<file path="src/rtl/fetch_unit_pkg.sv">
// Shared definitions for the instruction-fetch front end.
//   - FSM state encoding (IDLE, REQ, DRAIN, FAULT)
//   - fetch_entry_t: one buffered instruction word with its address
//   - reset PC, fault vector and instruction size constants
//   - next_addr(): sequential fetch address helper
package fetch_unit_pkg;

    typedef logic [1:0] state_t;

    localparam state_t ST_IDLE  = 2'd0;
    localparam state_t ST_REQ   = 2'd1;
    localparam state_t ST_DRAIN = 2'd2;
    localparam state_t ST_FAULT = 2'd3;

    localparam logic [31:0] RESET_PC    = 32'h0000_0000;
    localparam logic [31:0] FAULT_VEC   = 32'h0000_00FF;
    localparam logic [31:0] INSTR_BYTES = 32'd4;

    typedef struct packed {
        logic [31:0] instr;
        logic [31:0] pc;
    } fetch_entry_t;

    // Address of the instruction following 'addr' (wraps modulo 2^32).
    function automatic logic [31:0] next_addr(input logic [31:0] addr);
        return addr + INSTR_BYTES;
    endfunction

endpackage

</file>
<file path="src/rtl/fetch_buffer.sv">
// Synchronous FIFO holding fetched {instruction, address} entries toward decode.
// Ports:
//   clk, rst      clock, asynchronous active-low reset
//   push, wdata   write an entry at the tail (ignored when full)
//   pop           remove the head entry (ignored when empty)
//   flush         discard all entries; overrides push and pop
//   rdata         head entry (meaningful only when !empty)
//   count         number of valid entries
//   empty, full   occupancy flags
module fetch_buffer
    import fetch_unit_pkg::*;
#(
    parameter int DEPTH = 2
) (
    input  logic                     clk,
    input  logic                     rst,
    input  logic                     push,
    input  fetch_entry_t             wdata,
    input  logic                     pop,
    input  logic                     flush,
    output fetch_entry_t             rdata,
    output logic [$clog2(DEPTH):0]   count,
    output logic                     empty,
    output logic                     full
);

    localparam int AW = $clog2(DEPTH);
    localparam int CW = AW + 1;

    fetch_entry_t   mem [DEPTH];
    logic [AW-1:0]  wr_ptr;
    logic [AW-1:0]  rd_ptr;
    logic           do_push;
    logic           do_pop;

    assign do_push = push && !full && !flush;
    assign do_pop  = pop && !empty && !flush;

    // NOTE: the storage array has no reset; 'empty' qualifies the head, so
    // only the pointers and count need a defined value after reset.
    always_ff @(posedge clk) begin
        if (do_push) begin
            mem[wr_ptr] <= wdata;
        end
    end

    // NOTE: sequential state uses non-blocking assignments so every register
    // samples the pre-edge values regardless of statement order.
    always_ff @(posedge clk or negedge rst) begin
        if (!rst) begin
            wr_ptr <= '0;
            rd_ptr <= '0;
            count  <= '0;
        end else if (flush) begin
            wr_ptr <= '0;
            rd_ptr <= '0;
            count  <= '0;
        end else begin
            if (do_push) wr_ptr <= wr_ptr + AW'(1);
            if (do_pop)  rd_ptr <= rd_ptr + AW'(1);
            count <= count + CW'(do_push) - CW'(do_pop);
        end
    end

    assign rdata = mem[rd_ptr];
    assign empty = (count == '0);
    assign full  = (count == CW'(DEPTH));

endmodule

</file>
<file path="src/rtl/fetch_unit.sv">
// Instruction-fetch front end: drives the PC's next value/enable, fetches words
// from a variable-latency memory (one outstanding request) and queues them for
// decode. Handles redirects, bus errors, misaligned PCs and fetch timeouts.
// Ports:
//   clk, rst                   clock, asynchronous active-low reset
//   pc_addr                    current PC register value
//   pc_next, pc_en             next PC value / enable (pc_en=0 loads the fault vector)
//   redir_valid, redir_target  branch/jump redirect strobe and address
//   imem_req, imem_addr        memory request (held until ack) and its address
//   imem_ack, imem_err, imem_rdata  memory response, error and data
//   instr_valid, instr, instr_pc    buffer head toward decode
//   instr_ready                decode accepts the head this cycle
//   fault                      one-cycle pulse while handling a fetch fault
module fetch_unit
    import fetch_unit_pkg::*;
#(
    parameter int          DEPTH          = 2,
    parameter int          TIMEOUT        = 15,
    parameter logic [31:0] FAULT_VEC_NOTE = FAULT_VEC
) (
    input  logic        clk,
    input  logic        rst,
    input  logic [31:0] pc_addr,
    output logic [31:0] pc_next,
    output logic        pc_en,
    input  logic        redir_valid,
    input  logic [31:0] redir_target,
    output logic        imem_req,
    output logic [31:0] imem_addr,
    input  logic        imem_ack,
    input  logic        imem_err,
    input  logic [31:0] imem_rdata,
    output logic        instr_valid,
    output logic [31:0] instr,
    output logic [31:0] instr_pc,
    input  logic        instr_ready,
    output logic        fault
);

    localparam int CW = $clog2(DEPTH) + 1;
    localparam int TW = $clog2(TIMEOUT + 1);

    state_t         state;
    state_t         state_nx;
    logic [TW-1:0]  timer;
    logic           load_req;
    logic [31:0]    req_addr;
    logic           clr_timer;

    logic           redir;
    logic           good_ack;
    logic           timed_out;
    logic           pop;
    logic           flush;
    logic [CW-1:0]  count;
    logic [CW-1:0]  count_after;
    logic           buf_empty;
    logic           buf_full;
    fetch_entry_t   head;

    // A redirect while faulting is ignored: the fault vector wins.
    assign redir     = redir_valid && (state != ST_FAULT);
    // Redirect outranks a same-cycle ack, so that word is dropped.
    assign good_ack  = (state == ST_REQ) && imem_ack && !imem_err && !redir_valid;
    assign timed_out = (timer == TW'(TIMEOUT - 1));
    assign pop       = instr_valid && instr_ready;
    assign flush     = redir || (state == ST_FAULT);
    // Occupancy after this cycle's push, used to decide on a back-to-back request.
    assign count_after = count + CW'(1) - CW'(pop);

    always_comb begin
        // NOTE: every combinational output gets a default first so no path
        // through the case statement can infer a latch.
        state_nx = state;
        load_req = 1'b0;
        req_addr = pc_addr;
        case (state)
            ST_IDLE: begin
                // During a redirect pc_addr is stale; wait for the new PC.
                if (!redir) begin
                    if (pc_addr[1:0] != 2'b00) begin
                        state_nx = ST_FAULT;
                    end else if (!buf_full) begin
                        state_nx = ST_REQ;
                        load_req = 1'b1;
                    end
                end
            end
            ST_REQ: begin
                if (redir) begin
                    state_nx = imem_ack ? ST_IDLE : ST_DRAIN;
                end else if (imem_ack) begin
                    if (imem_err) begin
                        state_nx = ST_FAULT;
                    end else if (count_after < CW'(DEPTH)) begin
                        state_nx = ST_REQ;
                        load_req = 1'b1;
                        req_addr = next_addr(imem_addr);
                    end else begin
                        state_nx = ST_IDLE;
                    end
                end else if (timed_out) begin
                    state_nx = ST_FAULT;
                end
            end
            ST_DRAIN: begin
                if (imem_ack) begin
                    state_nx = ST_IDLE;
                end else if (timed_out) begin
                    state_nx = ST_FAULT;
                end
            end
            default: state_nx = ST_IDLE;
        endcase
    end

    assign clr_timer = load_req || ((state_nx == ST_DRAIN) && (state != ST_DRAIN));

    always_ff @(posedge clk or negedge rst) begin
        if (!rst) begin
            state     <= ST_IDLE;
            imem_addr <= RESET_PC;
            timer     <= '0;
        end else begin
            state <= state_nx;
            if (load_req) begin
                imem_addr <= req_addr;
            end
            if (clr_timer) begin
                timer <= '0;
            end else if (imem_req && !imem_ack && (timer != TW'(TIMEOUT))) begin
                timer <= timer + TW'(1);
            end
        end
    end

    always_comb begin
        pc_en   = 1'b1;
        pc_next = pc_addr;
        if (state == ST_FAULT) begin
            pc_en   = 1'b0;
            pc_next = FAULT_VEC_NOTE;
        end else if (redir_valid) begin
            pc_next = redir_target;
        end else if (good_ack) begin
            pc_next = next_addr(imem_addr);
        end
    end

    fetch_buffer #(
        .DEPTH (DEPTH)
    ) u_buffer (
        .clk   (clk),
        .rst   (rst),
        .push  (good_ack),
        .wdata ('{instr: imem_rdata, pc: imem_addr}),
        .pop   (pop),
        .flush (flush),
        .rdata (head),
        .count (count),
        .empty (buf_empty),
        .full  (buf_full)
    );

    assign imem_req    = (state == ST_REQ) || (state == ST_DRAIN);
    assign fault       = (state == ST_FAULT);
    assign instr_valid = !buf_empty;
    assign instr       = instr_valid ? head.instr : 32'h0;
    assign instr_pc    = instr_valid ? head.pc    : 32'h0;

endmodule

</file>
<file path="config.mk">
export PLATFORM = sky130hd
export DESIGN_NAME = fetch_unit
export DESIGN_NICKNAME = d
export VERILOG_FILES = /design/src/rtl/fetch_unit_pkg.sv /design/src/rtl/fetch_buffer.sv /design/src/rtl/fetch_unit.sv
export SDC_FILE = /design/constraint.sdc
export NUM_CORES = 1
export LEC_CHECK = 0
export ABC_AREA = 1
export CAP_MARGIN = 20
export CORE_MARGIN = 4
export CORE_UTILIZATION = 51
export CTS_BUF_LIST = sky130_fd_sc_hd__clkbuf_2 sky130_fd_sc_hd__clkbuf_4 sky130_fd_sc_hd__clkbuf_8
export CTS_CLUSTER_DIAMETER = 50
export DETAILED_ROUTE_END_ITERATION = 10
export GPL_TIMING_DRIVEN = 0
export HOLD_SLACK_MARGIN = 0.12
export PLACE_DENSITY = 0.83
export SYNTH_ARGS = -nofsm -noshare
export SYNTH_HDL_FRONTEND = slang
export SYNTH_HIERARCHICAL = 1
export SYNTH_SLANG_ARGS = --single-unit
</file>
<file path="constraint.sdc">
create_clock -name clk -period 5.7 [get_ports clk]
set_input_delay 1.14 -clock clk [delete_from_list [all_inputs] [get_ports clk]]
set_output_delay 1.14 -clock clk [all_outputs]
set_load 0.005 [all_outputs]
</file>
; ---- Word-level counts from Yosys, hierarchy flattened
; Memory sizes are Yosys's and may differ from the RTL's.
; Cells that the tools add are included.
[op_classes]
reduce_logical = 27
add_sub_neg = 8
n_mux = 39
magnitude_cmp = 1
eq_ne = 9
[op_table]
columns = cell, count
row1 = two-way mux 32 bit, 10
row2 = adder 32 x 3 -> 32 bit (second input constant), 1
row3 = two-way mux 2 bit, 10
row4 = two-way mux 1 bit, 15
row5 = logical AND 1 bit, 12
row6 = == test 2 bit (second input constant), 4
row7 = two-way mux 4 bit, 2
row8 = nonzero test 2 bit, 4
row9 = logical NOT 1 bit, 6
row10 = case mux 2 bit (3 select lines), 1
row11 = adder 4 x 1 -> 4 bit (second input constant), 1
row12 = == test 4 bit (second input constant), 1
row13 = logical NOT 2 bit, 2
row14 = inequality test 2 bit (second input constant), 2
row15 = inequality test 4 bit (second input constant), 1
row16 = subtractor 2 x 1 -> 2 bit, 2
row17 = logical OR 1 bit, 3
row18 = adder 1 bit (second input constant), 2
row19 = adder 2 x 1 -> 2 bit, 1
row20 = adder 2 x 1 -> 2 bit (second input constant), 1
row21 = == test 2 x 1 -> 1 bit (second input constant), 1
row22 = < comparator 2 bit (second input constant), 1
row23 = case mux 1 bit (2 select lines), 1
[totals]
ramBits = 128
elab_cells = 91
reg_bits = 42
memories = 1
inputBits = 102
output_inout_bits = 132
[mem_list]
columns = memory, depth, width, rd, rd_clocked_by_memory_dff, write_ports, line_no
row1 = u_buffer.mem, 2, 64, 1, 0, 1, fetch_buffer.sv:30  ; fetch_entry_t mem [DEPTH];

; ---- Longest topological paths before layout
[logic_depth]
depth_word = 14
ltp_mapped = 14
mapped_depth_nobuf = 14

; ---- By module
; The synthesis kept the hierarchy.
[modules_own_cells]
columns = module, area_per_inst_um2, instances, cells_each
row1 = fetch_buffer, 4909.7, 1, 371
row2 = fetch_unit, 4067.7, 1, 721

; ---- Least setup slack after synthesis
; OpenSTA, ideal clock, no wires.
[synth_path]
path_kind = input -> register
start = input imem_ack
end = memory u_buffer/mem[1][0] in the netlist's numbering, enable pin
setup_time_ns = 0.486
path_buffers = 1
slack_ns = 0.544
cell_stages = 8
arrival_ns = 4.670
path_cell_list = inv_2 > nor2_4 > nand3_4 > inv_2 > buf_2 > a21boi_0 > nand2_1 > nor2_1
[synth_between]
elab_chain_len = 7
[synth_rtl]
columns = item, line_no
row1 = "start, declared", fetch_unit.sv:30  ; input logic imem_ack,
row2 = logical AND 1 bit (3 in a row), fetch_unit.sv:64  ; assign good_ack = (state == ST_REQ) && imem_ack && !imem_err && !redir_valid;
row3 = via good_ack, fetch_unit.sv:51  ; logic good_ack;
row4 = logical AND 1 bit (2 in a row), fetch_buffer.sv:36  ; assign do_push = push && !full && !flush;
row5 = two-way mux 1 bit, fetch_buffer.sv:42  ; if (do_push) begin
row6 = two-way mux 1 bit (implied by the code), fetch_buffer.sv:43  ; mem[wr_ptr] <= wdata;
row7 = "end, declared", fetch_buffer.sv:30
; The timed path passes the listed nets, and every way through them passes these cells.

; ---- Final worst setup path
[layout_path]
start = input redir_valid
end = output pc_next[6]
[layout_between]
elab_chain_len = 5
[layout_rtl]
columns = item, line_no
row1 = "start, declared", fetch_unit.sv:26  ; input logic redir_valid,
row2 = logical NOT 1 bit, fetch_unit.sv:64
row3 = logical AND 1 bit, fetch_unit.sv:64
row4 = two-way mux 32 bit, fetch_unit.sv:145  ; end else if (good_ack) begin
row5 = two-way mux 32 bit *, fetch_unit.sv:143  ; end else if (redir_valid) begin
row6 = two-way mux 32 bit *, fetch_unit.sv:140  ; if (state == ST_FAULT) begin
row7 = "end, declared", fetch_unit.sv:24  ; output logic [31:0] pc_next,
; Every way passes the cells marked *; elsewhere a longest branch is shown, timed or not.

==> results.md <==
- Final GP Congestion: approximately 1.1
- Switch Pwr: 0.00131 W
- Die area: 19800 sq um
- Status: completed
- Total power: around 0.0038 W
- Initial Utilization: between 50 and 60%
- Yosys reg bits: 170
- Crit Path Max Fanout: 12
- Final setup violation count: 0
- Worst r2r path cells: 8
- RR Endpoint: u_buffer/mem[0][37]$_DFFE_PP_
- Routed wire per std cell: 16.4 microns
- # DRC: 0
- Register-to-Register Setup Slack: 2.70 ns
- Unrepaired setup endpoints after global routing: no
- First-pass DRT Iterations: 5
- R2R Path Start: state[1]$_DFF_PN0_
- Worst hold path class: reg -> reg
- Post-CTS Hold Buffers: 0
- Worst slew pin tran: a little under 0.8 ns
- PostCTS Resize Cnt: 0
- Final Hold Fails: 0
- Worst Skew: 0.0133 ns
- DP HPWL: around 20000 microns
- Vias per cell: 5.17
- Switching Share: 34.8%
- Setup TNS: 0 ns
- I/O Pins: 234
- Setup Buffers After CTS: 0
- Fraction of layout cells with a size suffix above 1: between 7 and 8%
- CP arrival: 3.50 ns
- Static leakage: 5.04 nW
- Most common flop cell mapped by yosys: edfxtp_1
- Setup slack after layout: 1.06 ns
- PortBufs: 233
- Part of the power in registers: 47.5%
- Synthesized Nets: 1203
- Synth unique cells: 32
- Vias: just over 8000
- P&R area growth vs syn: 34.1%
- CTS clock-pin slew for the worst setup and hold paths: 0.09 ns
- Hold path cells: 0
- Total core area: ~17000 sq um
- Max-cap violations: 0
- Post-Layout Cell Count: between 1500 and 2000
- Antenna cells: 0
- Total power divided by cell area: 314 nW/um^2
- Min-delay src: imem_addr[1]$_DFFE_PN0P_
- Vias in the first global route: slightly below 8000
- Die Wd: 141 microns
- Hold endpoint: u_buffer/mem[0][1]$_DFFE_PP_
- EDFF count, synth: 128
- Die H: roughly 140 microns
- FFs w/ async S/R, synth: 24.7%
- Post-route ant nets: 0
- Internal: 0.00246 W
- Final period util: between 80% and 90%
- F_max: 0.216 GHz
- CTS Root Buffer Type: clkbuf_8
- Crit path capture type: output pin
- Initial antenna violation count: 0
- Clk pwr share: 21.0%
- Total gr overflow: 0
- Pre-CTS WS: 1.10 ns
- Initial DRC Count: around 650
- Mean Syn Cell Area: 8.22 sq um
- Comb pwr share: 31.5%
- Largest net degree at the start of global routing: 38
- Slew Limit Fails: 0
- WS Path Type: in -> out
- CTS tree: done
- Clk_lat worst skew: 0.45 ns
- Final Critical Period: 4.64 ns
- Cell Area, Synth: 8980 sq um
- CTS sink cnt: 170
- Nets@finish: roughly 1500
- Seq/Total Area, Yosys: approximately 55%
- Synth Instances: 1092
- Worst slew margin: 48.5%
- Gr usage total: 26.0%
- Row Count: 48
- Startpoint class of the critical path: input pin
- Total length of routed wires: approximately 26000 microns
- Cells after DPL: 1554
- First-pass GRT wire length: 40400 microns
- Synth Warn #: 6
- Cts bufs inserted: 17
- Worst Path Required: 4.56 ns
- Worst vdd ir: roughly 0.00020 V
- Deepest clock path buffer count: 2
- H-tree levels: 4
## placed cells by master, fill, tap and decap left out, types with 15 or more instances in the layout
cell type / synthesis / layout
a21oi_1: 16 / 16
buf_2: 19 / 20
clkbuf_1: 15 / 15
clkbuf_8: 0 / 17
clkdlybuf4s50_1: 0 / 232
dfrtp_1: 42 / 42
edfxtp_1: 128 / 128
inv_1: 109 / 108
nand2_1: 381 / 381
nand3_1: 92 / 92
nor2_1: 154 / 153
o21ai_0: 15 / 15
o21ai_1: 31 / 31
## per-layer routing
metal / wire length (microns) / GRT usage (%) / vias to the layer above
met1: 10400 / 33.8 / 3737
met2: 12500 / 43.8 / 389
met4: 733 / 9.18 / 0
met5: 0 / 0 / -
li1: - / - / 4006
met3: 2400 / 4.92 / 58
## power groups by stage
stage / registers, W / logic [W] / clock network [W]
floorplan: 0.00172 / 0.000576 / 0
global placement: 0.00181 / 0.00116 / 0
detailed placement: 0.00181 / 0.00118 / 0
CTS: 0.00178 / 0.00119 / 0.000807
global route: 0.00182 / 0.00130 / 0.000861
finish: 0.00179 / 0.00119 / 0.000793
## cell type report
cell class / count / area, sq um
fillers: 1377 / 5260
flip-flops and latches: 170 / 4890
multi-input cells: 757 / 3400
repair buffers: 237 / 2410
inverters: 120 / 453
well taps: 225 / 282
clock buffers: 18 / 241
plain buffers: 45 / 234
clock inverters: 13 / 123
## flip-flops by register name, summed over array words and instances (netlist names)
| name | count |
|---|---|
| u_buffer/mem | 128 |
| imem_addr | 32 |
| timer | 4 |
| state | 2 |
| u_buffer/count | 2 |
| u_buffer/rd_ptr | 1 |
| u_buffer/wr_ptr | 1 |
## cell families after synthesis
kind of cell               Yosys count  synth area share (%)
AOI/OAI and AO/OA                   77                  4.70
and+or+nand+nor                    654                  30.2
DFF                                170                  54.5
buffers and inverters              165                  7.65
adders and majority gates            9                  1.25
xor gates and xnor gates            17                  1.66
## Yosys cell counts (2+ instances only)
cell	instances	share of area, %
inv_1	109	4.6
o211ai_1	13	1.1
nand3_4	2	0.39
inv_2	10	0.42
nor2_4	3	0.38
clkbuf_1	15	0.63
buf_4	9	0.75
edfxtp_1	128	43
nor2_2	7	0.49
o21ai_1	31	1.7
o21ai_0	15	0.84
a21oi_1	16	0.89
nand2_2	2	0.14
nor2_1	154	6.4
nand4_1	3	0.21
nand3_1	92	5.1
ha_1	9	1.3
xor2_1	13	1.3
buf_2	19	1.1
xnor2_1	4	0.39
nand2_1	381	16
nand3b_1	3	0.25
nor3_2	4	0.45
dfrtp_1	42	12
## how the worst max path moves through the flow
| stage | from | endpoint | slack, ns | depth (start not counted) |
|---|---|---|---|---|
| 6_report | redir_valid | pc_next[6] | 1.06 | 7 |
| 5_1_grt | redir_valid | pc_next[6] | 0.95 | 7 |
| 4_1_cts | redir_valid | pc_next[6] | 1.08 | 7 |
| 3_5_place_dp | redir_valid | pc_next[6] | 1.10 | 7 |
| 3_3_place_gp | imem_ack | u_buffer/mem[1][33]$_DFFE_PP_ | -1.59 | 9 |
| 2_1_floorplan | imem_ack | u_buffer/mem[1][0]$_DFFE_PP_ | 0.54 | 8 |
## critical path: stages
cell and delay (ns):
clkdlybuf4s50_1 0.56, nor2_1 0.10, inv_1 0.12, clkbuf_1 0.60, a21oi_1 0.09, a21oi_1 0.32
clkdlybuf4s50_1 0.56
## through the flow
stage | instance area (sq um) | util (%) | hold slack [ns]
after floorplan | 8980 | - | 0.486
after detailed placement | 11700 | 67.5 | 0.521
after CTS | 12000 | 69.6 | 0.547
after global routing | 12000 | 69.6 | 0.565
after global placement | 11600 | 67.0 | 0.514
final | 12000 | 69.6 | 0.543
Power figures use the tool's default switching activity.
